$ cat src/rtl/uart_tx_param_if.sv
// Valid/ready word interface feeding the parametrised UART transmitter.
interface uart_tx_param_if #(
    parameter int unsigned DATA_BITS = 8
);
    logic [DATA_BITS-1:0] in_data;
    logic                 in_valid;
    logic                 in_ready;

    modport master (output in_data, output in_valid, input in_ready);
    modport slave  (input in_data, input in_valid, output in_ready);
endinterface

$ cat src/rtl/uart_tx_param.sv
// Parametrised UART transmitter on the system clock with an internal baud-tick counter.
// Frame: start, DATA_BITS LSB first, optional even/odd parity, 1 or 2 stop bits.
module uart_tx_param #(
    parameter int unsigned CLK_HZ    = 50_000_000,
    parameter int unsigned BAUD      = 9600,
    parameter int unsigned DATA_BITS = 8,
    parameter int unsigned PARITY    = 0,
    parameter int unsigned STOP_BITS = 1
) (
    input  logic             clk,
    input  logic             rst,
    uart_tx_param_if.slave   in_if,
    output logic             tx,
    output logic             busy,
    output logic             frame_done
);
    localparam int unsigned CLKS_PER_BIT = CLK_HZ / BAUD;
    localparam int unsigned TICK_W = (CLKS_PER_BIT > 2) ? $clog2(CLKS_PER_BIT) : 1;
    localparam int unsigned BIT_W  = (DATA_BITS > 2) ? $clog2(DATA_BITS) : 2;
    localparam logic [TICK_W-1:0] TICK_LAST = TICK_W'(CLKS_PER_BIT - 1);
    localparam logic [BIT_W-1:0]  DATA_LAST = BIT_W'(DATA_BITS - 1);
    localparam logic [BIT_W-1:0]  STOP_LAST = BIT_W'(STOP_BITS - 1);

    generate
        if (DATA_BITS < 5 || DATA_BITS > 9 || PARITY > 2 ||
            (STOP_BITS != 1 && STOP_BITS != 2) || CLKS_PER_BIT < 2) begin : g_param_check
            $error("uart_tx_param: illegal parameter combination");
        end
    endgenerate

    typedef enum logic [2:0] {
        S_IDLE,
        S_START,
        S_DATA,
        S_PARITY,
        S_STOP
    } state_t;

    state_t               state;
    logic [TICK_W-1:0]    tick;
    logic [BIT_W-1:0]     bit_cnt;
    logic [DATA_BITS-1:0] shreg;
    logic                 par_bit;

    assign in_if.in_ready = (state == S_IDLE) & ~rst;

    // Frame sequencer; tx is set on the same edge the state advances.
    always_ff @(posedge clk) begin
        if (rst) begin
            state      <= S_IDLE;
            tx         <= 1'b1;
            busy       <= 1'b0;
            frame_done <= 1'b0;
            tick       <= '0;
            bit_cnt    <= '0;
            shreg      <= '0;
            par_bit    <= 1'b0;
        end else begin
            frame_done <= 1'b0;
            case (state)
                S_IDLE: begin
                    tx <= 1'b1;
                    if (in_if.in_valid) begin
                        shreg   <= in_if.in_data;
                        par_bit <= (PARITY == 2) ? ~^in_if.in_data : ^in_if.in_data;
                        state   <= S_START;
                        busy    <= 1'b1;
                        tx      <= 1'b0;
                        tick    <= '0;
                        bit_cnt <= '0;
                    end
                end
                default: begin
                    if (tick != TICK_LAST) begin
                        tick <= tick + TICK_W'(1);
                    end else begin
                        tick <= '0;
                        case (state)
                            S_START: begin
                                state   <= S_DATA;
                                tx      <= shreg[0];
                                shreg   <= {1'b0, shreg[DATA_BITS-1:1]};
                                bit_cnt <= '0;
                            end
                            S_DATA: begin
                                if (bit_cnt != DATA_LAST) begin
                                    bit_cnt <= bit_cnt + BIT_W'(1);
                                    tx      <= shreg[0];
                                    shreg   <= {1'b0, shreg[DATA_BITS-1:1]};
                                end else begin
                                    bit_cnt <= '0;
                                    if (PARITY != 0) begin
                                        state <= S_PARITY;
                                        tx    <= par_bit;
                                    end else begin
                                        state <= S_STOP;
                                        tx    <= 1'b1;
                                    end
                                end
                            end
                            S_PARITY: begin
                                state   <= S_STOP;
                                tx      <= 1'b1;
                                bit_cnt <= '0;
                            end
                            S_STOP: begin
                                tx <= 1'b1;
                                if (bit_cnt != STOP_LAST) begin
                                    bit_cnt <= bit_cnt + BIT_W'(1);
                                end else begin
                                    bit_cnt    <= '0;
                                    state      <= S_IDLE;
                                    busy       <= 1'b0;
                                    frame_done <= 1'b1;
                                end
                            end
                            default: begin
                                state <= S_IDLE;
                                busy  <= 1'b0;
                                tx    <= 1'b1;
                            end
                        endcase
                    end
                end
            endcase
        end
    end
endmodule

$ cat src/flat_wrapper.sv
// flat-port wrapper written by rule: the top's interface ports become plain ports
module uart_tx_param_flat 
#(
    parameter int unsigned CLK_HZ    = 50_000_000,
    parameter int unsigned BAUD      = 9600,
    parameter int unsigned DATA_BITS = 8,
    parameter int unsigned PARITY    = 0,
    parameter int unsigned STOP_BITS = 1
)
  (clk, rst, tx, busy, frame_done, in_if_in_data, in_if_in_valid, in_if_in_ready);
  uart_tx_param_if #(.DATA_BITS(DATA_BITS)) in_if_i ();
  input  logic clk;
  input  logic rst;
  output logic tx;
  output logic busy;
  output logic frame_done;
  input wire logic [$bits(in_if_i.in_data)-1:0] in_if_in_data;
  input wire logic [$bits(in_if_i.in_valid)-1:0] in_if_in_valid;
  output wire logic [$bits(in_if_i.in_ready)-1:0] in_if_in_ready;
  assign in_if_i.in_data = in_if_in_data;
  assign in_if_i.in_valid = in_if_in_valid;
  assign in_if_in_ready = in_if_i.in_ready;
  uart_tx_param #(.CLK_HZ(CLK_HZ), .BAUD(BAUD), .DATA_BITS(DATA_BITS), .PARITY(PARITY), .STOP_BITS(STOP_BITS)) u_core (.clk(clk), .rst(rst), .in_if(in_if_i), .tx(tx), .busy(busy), .frame_done(frame_done));
endmodule
$ cat config.mk
export PLATFORM = sky130hd
export DESIGN_NAME = uart_tx_param_flat
export DESIGN_NICKNAME = d
export VERILOG_FILES = /design/src/rtl/uart_tx_param_if.sv /design/src/rtl/uart_tx_param.sv /design/src/flat_wrapper.sv
export SDC_FILE = /design/constraint.sdc
export NUM_CORES = 1
export LEC_CHECK = 0
export BUFFER_PORTS_ARGS = -buffer_cell sky130_fd_sc_hd__clkbuf_2
export CORE_UTILIZATION = 50
export DETAILED_ROUTE_END_ITERATION = 6
export GPL_ROUTABILITY_DRIVEN = 1
export GPL_TIMING_DRIVEN = 0
export HOLD_SLACK_MARGIN = 0.06
export PLACE_DENSITY = 0.78
export SLEW_MARGIN = 20
export SYNTH_ARGS = -nofsm -noshare
export SYNTH_HDL_FRONTEND = slang
export SYNTH_SLANG_ARGS = --single-unit
$ cat constraint.sdc
create_clock -name clk -period 2.1 [get_ports clk]
set_clock_uncertainty 0.1 [all_clocks]
set_input_delay 0.42 -clock clk [delete_from_list [all_inputs] [get_ports clk]]
set_output_delay 0.42 -clock clk [all_outputs]
set_load 0.005 [all_outputs]
Yosys cells after proc, flatten, opt, wreduce, memory -nomap -nowiden
Cells that the tools add are included.
- logic and storage cells: 66
- output and inout bits: 4
- register bits after elaboration: 30
- eq/ne operators: 12
- $add $sub $neg: 2
- bitwise gates (word level): 3
- multiplexer cells: 31
- reduce and logical (&&, ||, !) cells: 11
- operators with widths (kind ; count):
    2-to-1 mux 13 bit ; 3
    2-to-1 mux 8 bit ; 4
    2-to-1 mux 3 bit ; 10
    one-hot mux 8 bit (2 select lines) ; 1
    adder 13 x 1 -> 13 bit (second input constant) ; 1
    != test 13 bit (second input constant) ; 1
    one-hot mux 3 bit (4 select lines) ; 1
    AND reduction 4 bit ; 3
    2-to-1 mux 1 bit ; 9
    one-hot mux 3 bit (3 select lines) ; 1
    == test 3 x 2 -> 1 bit (second input constant) ; 2
    != test 3 x 2 -> 1 bit (second input constant) ; 2
    nonzero test 3 bit ; 2
    != test 2 x 1 -> 1 bit (second input constant) ; 2
    one-hot mux 1 bit (2 select lines) ; 2
    nonzero test 4 bit ; 1
    OR reduction 4 bit ; 1
    adder 3 x 1 -> 3 bit (second input constant) ; 1
    == test 3 x 1 -> 1 bit (second input constant) ; 1
    == test 3 bit (second input constant) ; 1
    logical NOT 3 bit ; 1
    != test 3 x 1 -> 1 bit (second input constant) ; 1
    != test 3 bit (second input constant) ; 1
    AND reduction 3 bit ; 1
    other kinds (5) ; 6

Depth between registers and ports, before layout
Gate-level depths: netlist (run 1).
- depth in word-level cells: 5
- gate-level depth with buffers: 7
- gate-level depth less buffers: 6

Least setup slack after synthesis (run 1)
Ideal clock, no wire load.
- path type: register to register
- start point: reg u_core.bit_cnt[0]
- end point: reg u_core.shreg[6]
- data arrival time: 2.008 ns
- path buffers: 1
- setup slack: -0.098 ns
- stages on the path, launching flop included: 8
- data required time: 1.909 ns
- setup time: 0.091 ns
- path through: dfxtp_1 -> ha_1 -> ha_1 -> or4b_2 -> o31ai_1 -> buf_2 -> a21oi_1 -> a311oi_1
- cells in the longest elaborated chain, start to end: 3
- RTL lines (item ; RTL line ; source):
    start, declared ; uart_tx_param.sv:41 ; logic [BIT_W-1:0] bit_cnt;
    start signal, assigned ; uart_tx_param.sv:87 ; bit_cnt <= bit_cnt + BIT_W'(1);
    start signal, assigned ; uart_tx_param.sv:109 ; bit_cnt <= bit_cnt + BIT_W'(1);
    != test 3 bit ; uart_tx_param.sv:86 ; if (bit_cnt != DATA_LAST) begin
    != test 3 x 1 -> 1 bit (no line) ; -- ;
    AND reduction 4 bit (no line) ; -- ;
    end signal, assigned ; uart_tx_param.sv:64 ; shreg <= in_if.in_data;
    end signal, assigned ; uart_tx_param.sv:82 ; shreg <= {1'b0, shreg[DATA_BITS-1:1]};
    end signal, assigned ; uart_tx_param.sv:89 ; shreg <= {1'b0, shreg[DATA_BITS-1:1]};
    end, declared ; uart_tx_param.sv:42 ; logic [DATA_BITS-1:0] shreg;
Every way passes these cells.
A chain may end at the register's enable or synchronous reset.

Final worst setup path (run 1)
- start point: reg u_core.tick[8]
- end point: reg u_core.shreg[1]
- cells in the longest elaborated chain, start to end: 3
- RTL lines (item ; RTL line ; source):
    start, declared ; uart_tx_param.sv:40 ; logic [TICK_W-1:0] tick;
    start signal, assigned ; uart_tx_param.sv:75 ; tick <= tick + TICK_W'(1);
    != test 13 bit ; uart_tx_param.sv:74 ; if (tick != TICK_LAST) begin
    != test 2 x 1 -> 1 bit (no line) ; -- ;
    AND reduction 4 bit (no line) ; -- ;
Every way passes these cells.

==> results.md, run 1 <==
- The setup slack after placement is -0.235 ns.
- The cell at the root of the clock tree is clkbuf_4.
- Dividing the detail-routed via count by the number of cells gives 6.36.
- The worst reg-to-reg path cell count is 7.
- For this run, the top clock speed supported by timing is 470 MHz.
- The initial utilization of the core area, before any placement, comes to 52.9%.
- The worst register-to-register path begins at u_core.tick[8].
- The setup-violating endpoint count in the final report is 3.
- In this run the number of H-tree levels came out at 2.
- Summed over all cells, the static leakage comes to 0.755 nW.
- The dominant cell type by area after synthesis is dfxtp_1.
- The number of primary I/O pins is 15.
- Detailed routing inserted a total of 1704 vias.
- The number of rows created at floorplan is 20.
- The startpoint of the lowest-slack hold path is in_if_in_data[7].
- The run finished, with violations left.
- The post-synthesis cell type count is 42.
- The type of the most critical hold path is in2reg.
- In this run the tightest slew margin relative to its limit is 65.9%.
- In the routed design, unresolved DRC markers number 0.
- The number of nets with antenna violations after routing is 0.
- Of all nets on the critical path, the largest fanout is 8.
- The cell count after synthesis came out at 192.
- Once layout is done, the placed cells without fillers occupy 2030 µm².
- Counting I/O delays and the setup requirement, the final critical path takes 2.13 ns.
- The number of pins exceeding their max-slew limit in the final report came to 0.
- For this block, wires on met1 add up to 1870 µm.
- The aggregate global routing overflow is 0.
- The post-synthesis instance area is 1620 µm².
- After layout, the worst path uses 101% of the clock period.
- The number of nets in the synthesized netlist is 207.
- After synthesis the netlist holds a flip-flop and latch count of 30.
- Data on the critical path arrives at its endpoint at 2.27 ns.
- The clock sink total is 30.
- The floorplan step defined a die boundary enclosing 3460 µm².
- STA classifies the critical path endpoint as a flop.
- The endpoint required time on the critical path is 2.25 ns.
- The maximum number of pins on one net before global-route repair is 11.
- Setup repair after global routing could not meet its margin everywhere.
- The checks that failed: negative setup slack.
- In the detailed route, the total length drawn on met3 is 300 µm.
- The core region is 3050 µm².
- The critical path class is reg2reg.
- Clock-pin slew was measured on the worst setup and hold paths at 0.09 ns.
- The placed wire-length estimate is 2830 µm.
- The weighted congestion at the end of routability-driven global placement is 0.919.
- The placed instances occupy a cell area of 1770 µm².
- The final layout contains routed wiring with a total length of 4390 µm.
- In the synthesized netlist the async set-or-reset flop fraction comes to 0%.
- VDD sags by at most 0.512 mV.
- STA classifies the critical path startpoint as a flop.
- The capture point of the worst reg-to-reg path is u_core.shreg[1].
- Counting the buffers created by CTS gives 5.
- The die boundary height is 58.8 µm.
- The slack of the worst reg-to-reg path is -0.03 ns.
- In this run the top signal layer used is met4.
- Of the post-synthesis cell area, the dominant cell type holds 37.2%.
- Dividing total power by cell area gives a power density of 588 nW/µm².
- The longest clock path from root to sink contains 2 buffers.
- The first global-routing pass estimated 6980 µm of wire.
- The utilization after layout is 66.6%.
- Each instance of the synthesized netlist takes up on average 8.41 µm².
- The number of global-route vias before repair is 1599.
- The number of antenna violations at the first check in global routing is 0.
- From synthesis to final layout, the design area changed by 25.9%.
- The met2 wirelength from detailed routing is 2120 µm.
- The detailed-routing iteration count for the pre-antenna-repair pass is 5.
- The fraction of layout instances using a drive strength above 1 is 33.9%.
- From left edge to right edge, the die measures 58.8 µm.
- The later pin in the worst-skew pair is clocked with a latency of 0.33 ns.
- The number of hold violations in the final report is 0.
- The quantity of hold-fixing buffers added after cts is 0.
- Ranked by total cell area, the synthesized netlist is headed by dfxtp_1 (37%), mux2i_1 (5.0%), a31oi_1 (4.6%), nor2_1 (4.2%), a311oi_1 (3.8%).
- The most used flip-flop cell after synthesis is dfxtp_1.
- The first-iteration detailed-routing DRC count is 106.
- The hold-critical path depth is 3.
- The antenna diode count is 0.
- The CTS tree is yes.
- The final setup slack of the worst path is -0.0261 ns.
- The number of enable-type register cells in the synthesized netlist is 0.
- Global routing consumed, over all layers together, 26.3% of the routing resources.
- The total of buffers placed on input and output ports is 13.
- The worst-case hold path end point is u_core.shreg[7].
- The slew at the pin with the worst max-slew slack is 0.508 ns.
- The net count reported at finish is 240.
- Dividing the detail-routed wire length by the instance count gives 16.4 µm.
- Of the synthesized area, sequential elements account for 37.2%.
- During synthesis, Yosys emitted a total of 0 warnings.
- Across the run, the number of max-cap violations was 0.
[how the worst max path moves through the flow]
stage              startpoint               to  cells after the start
6_report       u_core.tick[8]  u_core.shreg[1]                      7
3_3_place_gp   u_core.tick[0]   u_core.tick[8]                      7
2_1_floorplan  u_core.tick[8]  u_core.state[1]                      6
5_1_grt        u_core.tick[8]  u_core.shreg[1]                      7
3_5_place_dp   u_core.tick[0]   u_core.tick[8]                      7
4_1_cts        u_core.tick[8]  u_core.state[1]                      6
[flip-flops by register name (all words and copies together) (netlist names)]
name	flops
u_core.busy	1
u_core.shreg	8
u_core.frame_done	1
u_core.state	3
u_core.bit_cnt	3
u_core.tick	13
u_core.tx	1
[cells by family after synthesis]
| family | Yosys count | share of synthesized area, % |
|---|---|---|
| AO/OA/AOI/OAI | 52 | 22.5 |
| XOR/XNOR | 3 | 1.63 |
| adder cells (fa/ha/maj) | 4 | 3.10 |
| buffers and inverters | 21 | 5.19 |
| flip-flops | 30 | 37.2 |
| multiplexers | 11 | 7.05 |
| AND/OR/NAND/NOR | 71 | 23.3 |
[stage by stage]
stage / cells / hold slack [ns] / power [mW] / setup TNS, ns
final: 268 / 0.210 / 1.20 / -0.0380
after global routing: 268 / 0.212 / 1.24 / -0.361
after CTS: 259 / 0.217 / 1.16 / -0.0759
after detailed placement: 249 / 0.365 / 0.813 / -2.77
after global placement: 249 / 0.349 / 0.802 / -1.74
after floorplan: 192 / 0.339 / 0.761 / 0
[layer usage]
metal | vias to the layer above | track usage, %
met1 | 810 | 31.9
li1 | 784 | -
met5 | - | 0
met2 | 97 | 43.2
met3 | 13 | 7.47
met4 | 0 | 11.9
[cell usage in the layout, fill, tap and decap left out, types with 7 or more instances in the layout]
cell type  count
nand2_1       11
clkbuf_2      18
nor2_1        18
a31oi_1       11
a21oi_1        7
nor3_1         9
dfxtp_1       19
buf_4         15
dfxtp_2       10
inv_1          8
mux2i_1        8
[cells in the mapped netlist, types with 2 or more instances]
| master | n |
|---|---|
| ha_1 | 4 |
| and3_1 | 3 |
| nor2b_1 | 2 |
| clkbuf_1 | 8 |
| mux2_2 | 3 |
| o31a_1 | 2 |
| buf_2 | 4 |
| or4b_1 | 2 |
| mux2i_1 | 8 |
| inv_1 | 8 |
| nand2_1 | 11 |
| a2111oi_0 | 2 |
| a311oi_1 | 7 |
| a21oi_1 | 10 |
| or3_1 | 3 |
| nor2_1 | 18 |
| nand4_1 | 6 |
| nand2b_1 | 3 |
| a211oi_1 | 4 |
| o21ai_0 | 6 |
| nand3_1 | 4 |
| xnor2_1 | 2 |
| nor3_1 | 9 |
| dfxtp_1 | 30 |
| a31oi_1 | 12 |
| nand3b_1 | 5 |
[what timing repair did]
action / CTS / global route
buffers inserted: 5 / 10
resized for setup: 15 / 29
setup endpoints to repair: 19 / 18
pin swaps: 5 / 12
[power breakdown]
group          switching (mW)  total (mW)  internal [mW]
clock network           0.197       0.347          0.151
registers              0.0243       0.624          0.600
logic                   0.120       0.226          0.106
[critical path, stage by stage, from the launching register on]
cell and delay (ns):
dfxtp_4 0.36, or4b_4 0.53, buf_6 0.14, buf_4 0.14, o31ai_4 0.30, buf_6 0.18
a21oi_2 0.06, a311oi_2 0.23
[area by class of cell]
class	count	area, µm²
buffer	11	76.3
clock buffer	6	51.3
fill	244	1020
inverter	8	30.0
multi-input combinational	141	1020
sequential	30	617
tap	44	55.1
timing repair buffer	28	181
Note: power is estimated with default switching activity, not from simulation.
==> run 2: changes to the inputs <==
--- a/config.mk
+++ b/config.mk
@@ -7,10 +7,12 @@
 export LEC_CHECK = 0
 export BUFFER_PORTS_ARGS = -buffer_cell sky130_fd_sc_hd__clkbuf_2
 export CORE_UTILIZATION = 50
+export CTS_CLUSTER_DIAMETER = 150
 export DETAILED_ROUTE_END_ITERATION = 6
 export GPL_ROUTABILITY_DRIVEN = 1
 export GPL_TIMING_DRIVEN = 0
 export HOLD_SLACK_MARGIN = 0.06
+export MAX_ROUTING_LAYER = met4
 export PLACE_DENSITY = 0.78
 export SLEW_MARGIN = 20
 export SYNTH_ARGS = -nofsm -noshare
==> results.md, run 2 (same netlist as run 1, synthesis figures left out) <==
- The number of flip-flops under the largest register name came to 13 (unchanged).
- The maximum number of pins on one net before global-route repair is 11 (unchanged).
- The total wire length after detailed routing is 4390 µm (about the same).
- The number of standard cells in the final layout excluding fillers was 268 (unchanged).
- The maximum fanout encountered on the critical timing path was 7 (-1).
- The average vias per placed instance came to 6.24 (-1.9%).
- The initial standard-cell utilization of the core is 52.9% (unchanged).
- The detailed router used layers up to and including met4.
- The run finished, with violations left.
- The wire length on met3 came to 256 µm (-15%).
- The worst hold path belongs to the class in2reg.
- The number of antenna violations at the first check in global routing is 0 (unchanged).
- The aggregate negative setup slack is -0.00857 ns (+0.0294 ns).
- The storage element area is 617 µm² (unchanged).
- The latest clock arrival within the worst-skew pair is 0.34 ns (about the same).
- The quantity of hold-fixing buffers added after cts was 0 (unchanged).
- The area growth from synthesis to final layout is 24.6%.
- The met2 wirelength from detailed routing is 2130 µm (about the same).
- The number of cells after detailed placement is 249 (unchanged).
- The endpoint required time on the critical path is 2.27 ns (+0.02 ns).
- The remaining design rule violation count is 0 (unchanged).
- The fraction of layout instances using a drive strength above 1 was 32.1% (-1.8 points).
- The setup-violating endpoint count in the final report was 1 (-2).
- The final reports fail on negative setup slack.
- The portion of the clock cycle consumed by the worst path in the final layout came to 100% (-0.83 points).
- The total power is 1.20 mW (+0.25%).
- The weighted congestion at the end of routability-driven global placement is 0.936 (+1.8%).
- The core footprint is 3050 µm² (unchanged).
- The post-CTS clock slew at the launch and capture registers of the worst setup and hold paths is 0.09 ns (about the same).
- The final setup slack of the worst path is -0.00857 ns (+0.0175 ns).
- The placed wire-length estimate is 2830 µm (unchanged).
- TritonCTS built the clock tree.
- The register name with the most flops is u_core.tick.
- The top achievable clock speed is 474 MHz (+0.83%).
- The library cells used most frequently in the layout, excluding fill and tap cells, are dfxtp_1 (19), nor2_1 (18), clkbuf_2 (17).
- The number of pins exceeding their max-slew limit in the final report was 0 (unchanged).
- The cell area power density is 596 nW/µm² (+1.3%).
- The clock sink total was 30 (unchanged).
- The largest registers in the layout are u_core.tick (13), u_core.shreg (8).
- The number of hold violations in the final report is 0 (unchanged).
- The first-iteration detailed-routing DRC count is 96 (-9.4%).
- The data arrival time of the critical path is 2.28 ns (about the same).
- The wire length of the first global-routing pass was 6970 µm (about the same).
- The number of filler cells placed in the layout is 247 (+1.2%).
- The aggregate global routing overflow is 0 (unchanged).
- Setup repair after global routing could not meet its margin everywhere.
- The count of H-tree levels built during CTS came to 2 (unchanged).
- The met1 wire length is 1920 µm (+2.7%).
- The setup slack after placement came to -0.235 ns (unchanged).
- The multi-input gate area in the final layout is 1000 µm² (-2.3%).
- The shortest clock period the worst path allows after layout was 2.11 ns (-0.0175 ns).
- The critical path class is reg2reg.
- The via count came to 1672 (-1.9%).
- The number of buffers created by CTS came to 5 (unchanged).
- The number of global-route vias before repair came to 1591 (-0.50%).
- The worst setup path is captured at a flop.
- The die span in x is 58.8 µm (unchanged).
- The max capacitance violation total is 0 (unchanged).
- The number of nets with antenna violations after routing is 0 (unchanged).
- The mean routed wirelength per cell is 16.4 µm (about the same).
- The detailed-routing iteration count for the pre-antenna-repair pass came to 4 (-1).
- The die boundary height came to 58.8 µm (unchanged).
- The total non-filler cell area in the finished layout was 2010 µm² (-1.0%).
- The slew at the pin with the worst max-slew slack was 0.530 ns (+0.0221 ns).
- The worst-case clock buffer depth is 2 (unchanged).
- The startpoint type of the worst setup path is a flop.
- The cell at the root of the clock tree is clkbuf_4.
- The maximum VDD drop is 0.546 mV (+6.8%).
- The utilization after layout is 65.9% (-0.70 points).
- The leakage power figure is 0.752 nW (-0.33%).
- The total of buffers placed on input and output ports is 13 (unchanged).
- The number of rows created at floorplan is 20 (unchanged).
- The die outline area came to 3460 µm² (unchanged).
- The final-layout worst hold slack came to 0.201 ns (-0.00856 ns).
- The worst relative slew slack is 64.4% (-1.5 points).
- The net count reported at finish is 240 (unchanged).
- The global routing usage summed across all routing layers came to 27.1% (+0.74 points).
- The antenna diode count is 0 (unchanged).
- The number of primary I/O pins came to 15 (unchanged).
- The total cell area at the placement stage is 1770 µm² (unchanged).
- Leaving out fill and tap cells, the most frequent cell in the layout is dfxtp_1.
[run 2: repair_timing]
| action | CTS | global route |
|---|---|---|
| hold endpoints to repair | 0 | 0 |
| pin swaps | 5 | 9 |
| resized for setup | 15 | 23 |
| setup endpoints to repair | 19 | 18 |
| setup buffers | 5 | 10 |
[run 2: critical path, stage by stage, from the launching register on]
cell and delay, ns:
dfxtp_4 0.36, or4b_4 0.53, buf_6 0.14, or3_4 0.37
or3_1 0.36, a31oi_1 0.18
[run 2: final timing paths]
kind / from / endpoint / slack [ns] / depth (start not counted)
max: u_core.tick[8] / u_core.state[1] / -0.009 / 5
max reg2reg: u_core.tick[8] / u_core.state[1] / -0.009 / 5
min: in_if_in_data[7] / u_core.shreg[7] / 0.20 / 3
min reg2reg: u_core.tick[6] / u_core.tick[6] / 0.39 / 1
[run 2: per-layer routing]
metal / track usage (%) / vias up
met3: 7.03 / 10
met2: 43.2 / 70
met4: 11.9 / 0
met1: 32.1 / 807
li1: - / 785
met5: - / -
[run 2: layout make-up]
cell class              count  area share (%)
multi-input cells         141            49.7
flip-flops and latches     30            30.6
repair buffers             28            9.20
plain buffers              11            3.73
well taps                  44            2.73
clock buffers               6            2.55
inverters                   8            1.49
[run 2: power by group]
part           total [mW]  switching (mW)  internal, mW
clock               0.355           0.204         0.151
combinational       0.222           0.118         0.104
sequential          0.623          0.0234         0.600
total                1.20           0.346         0.854
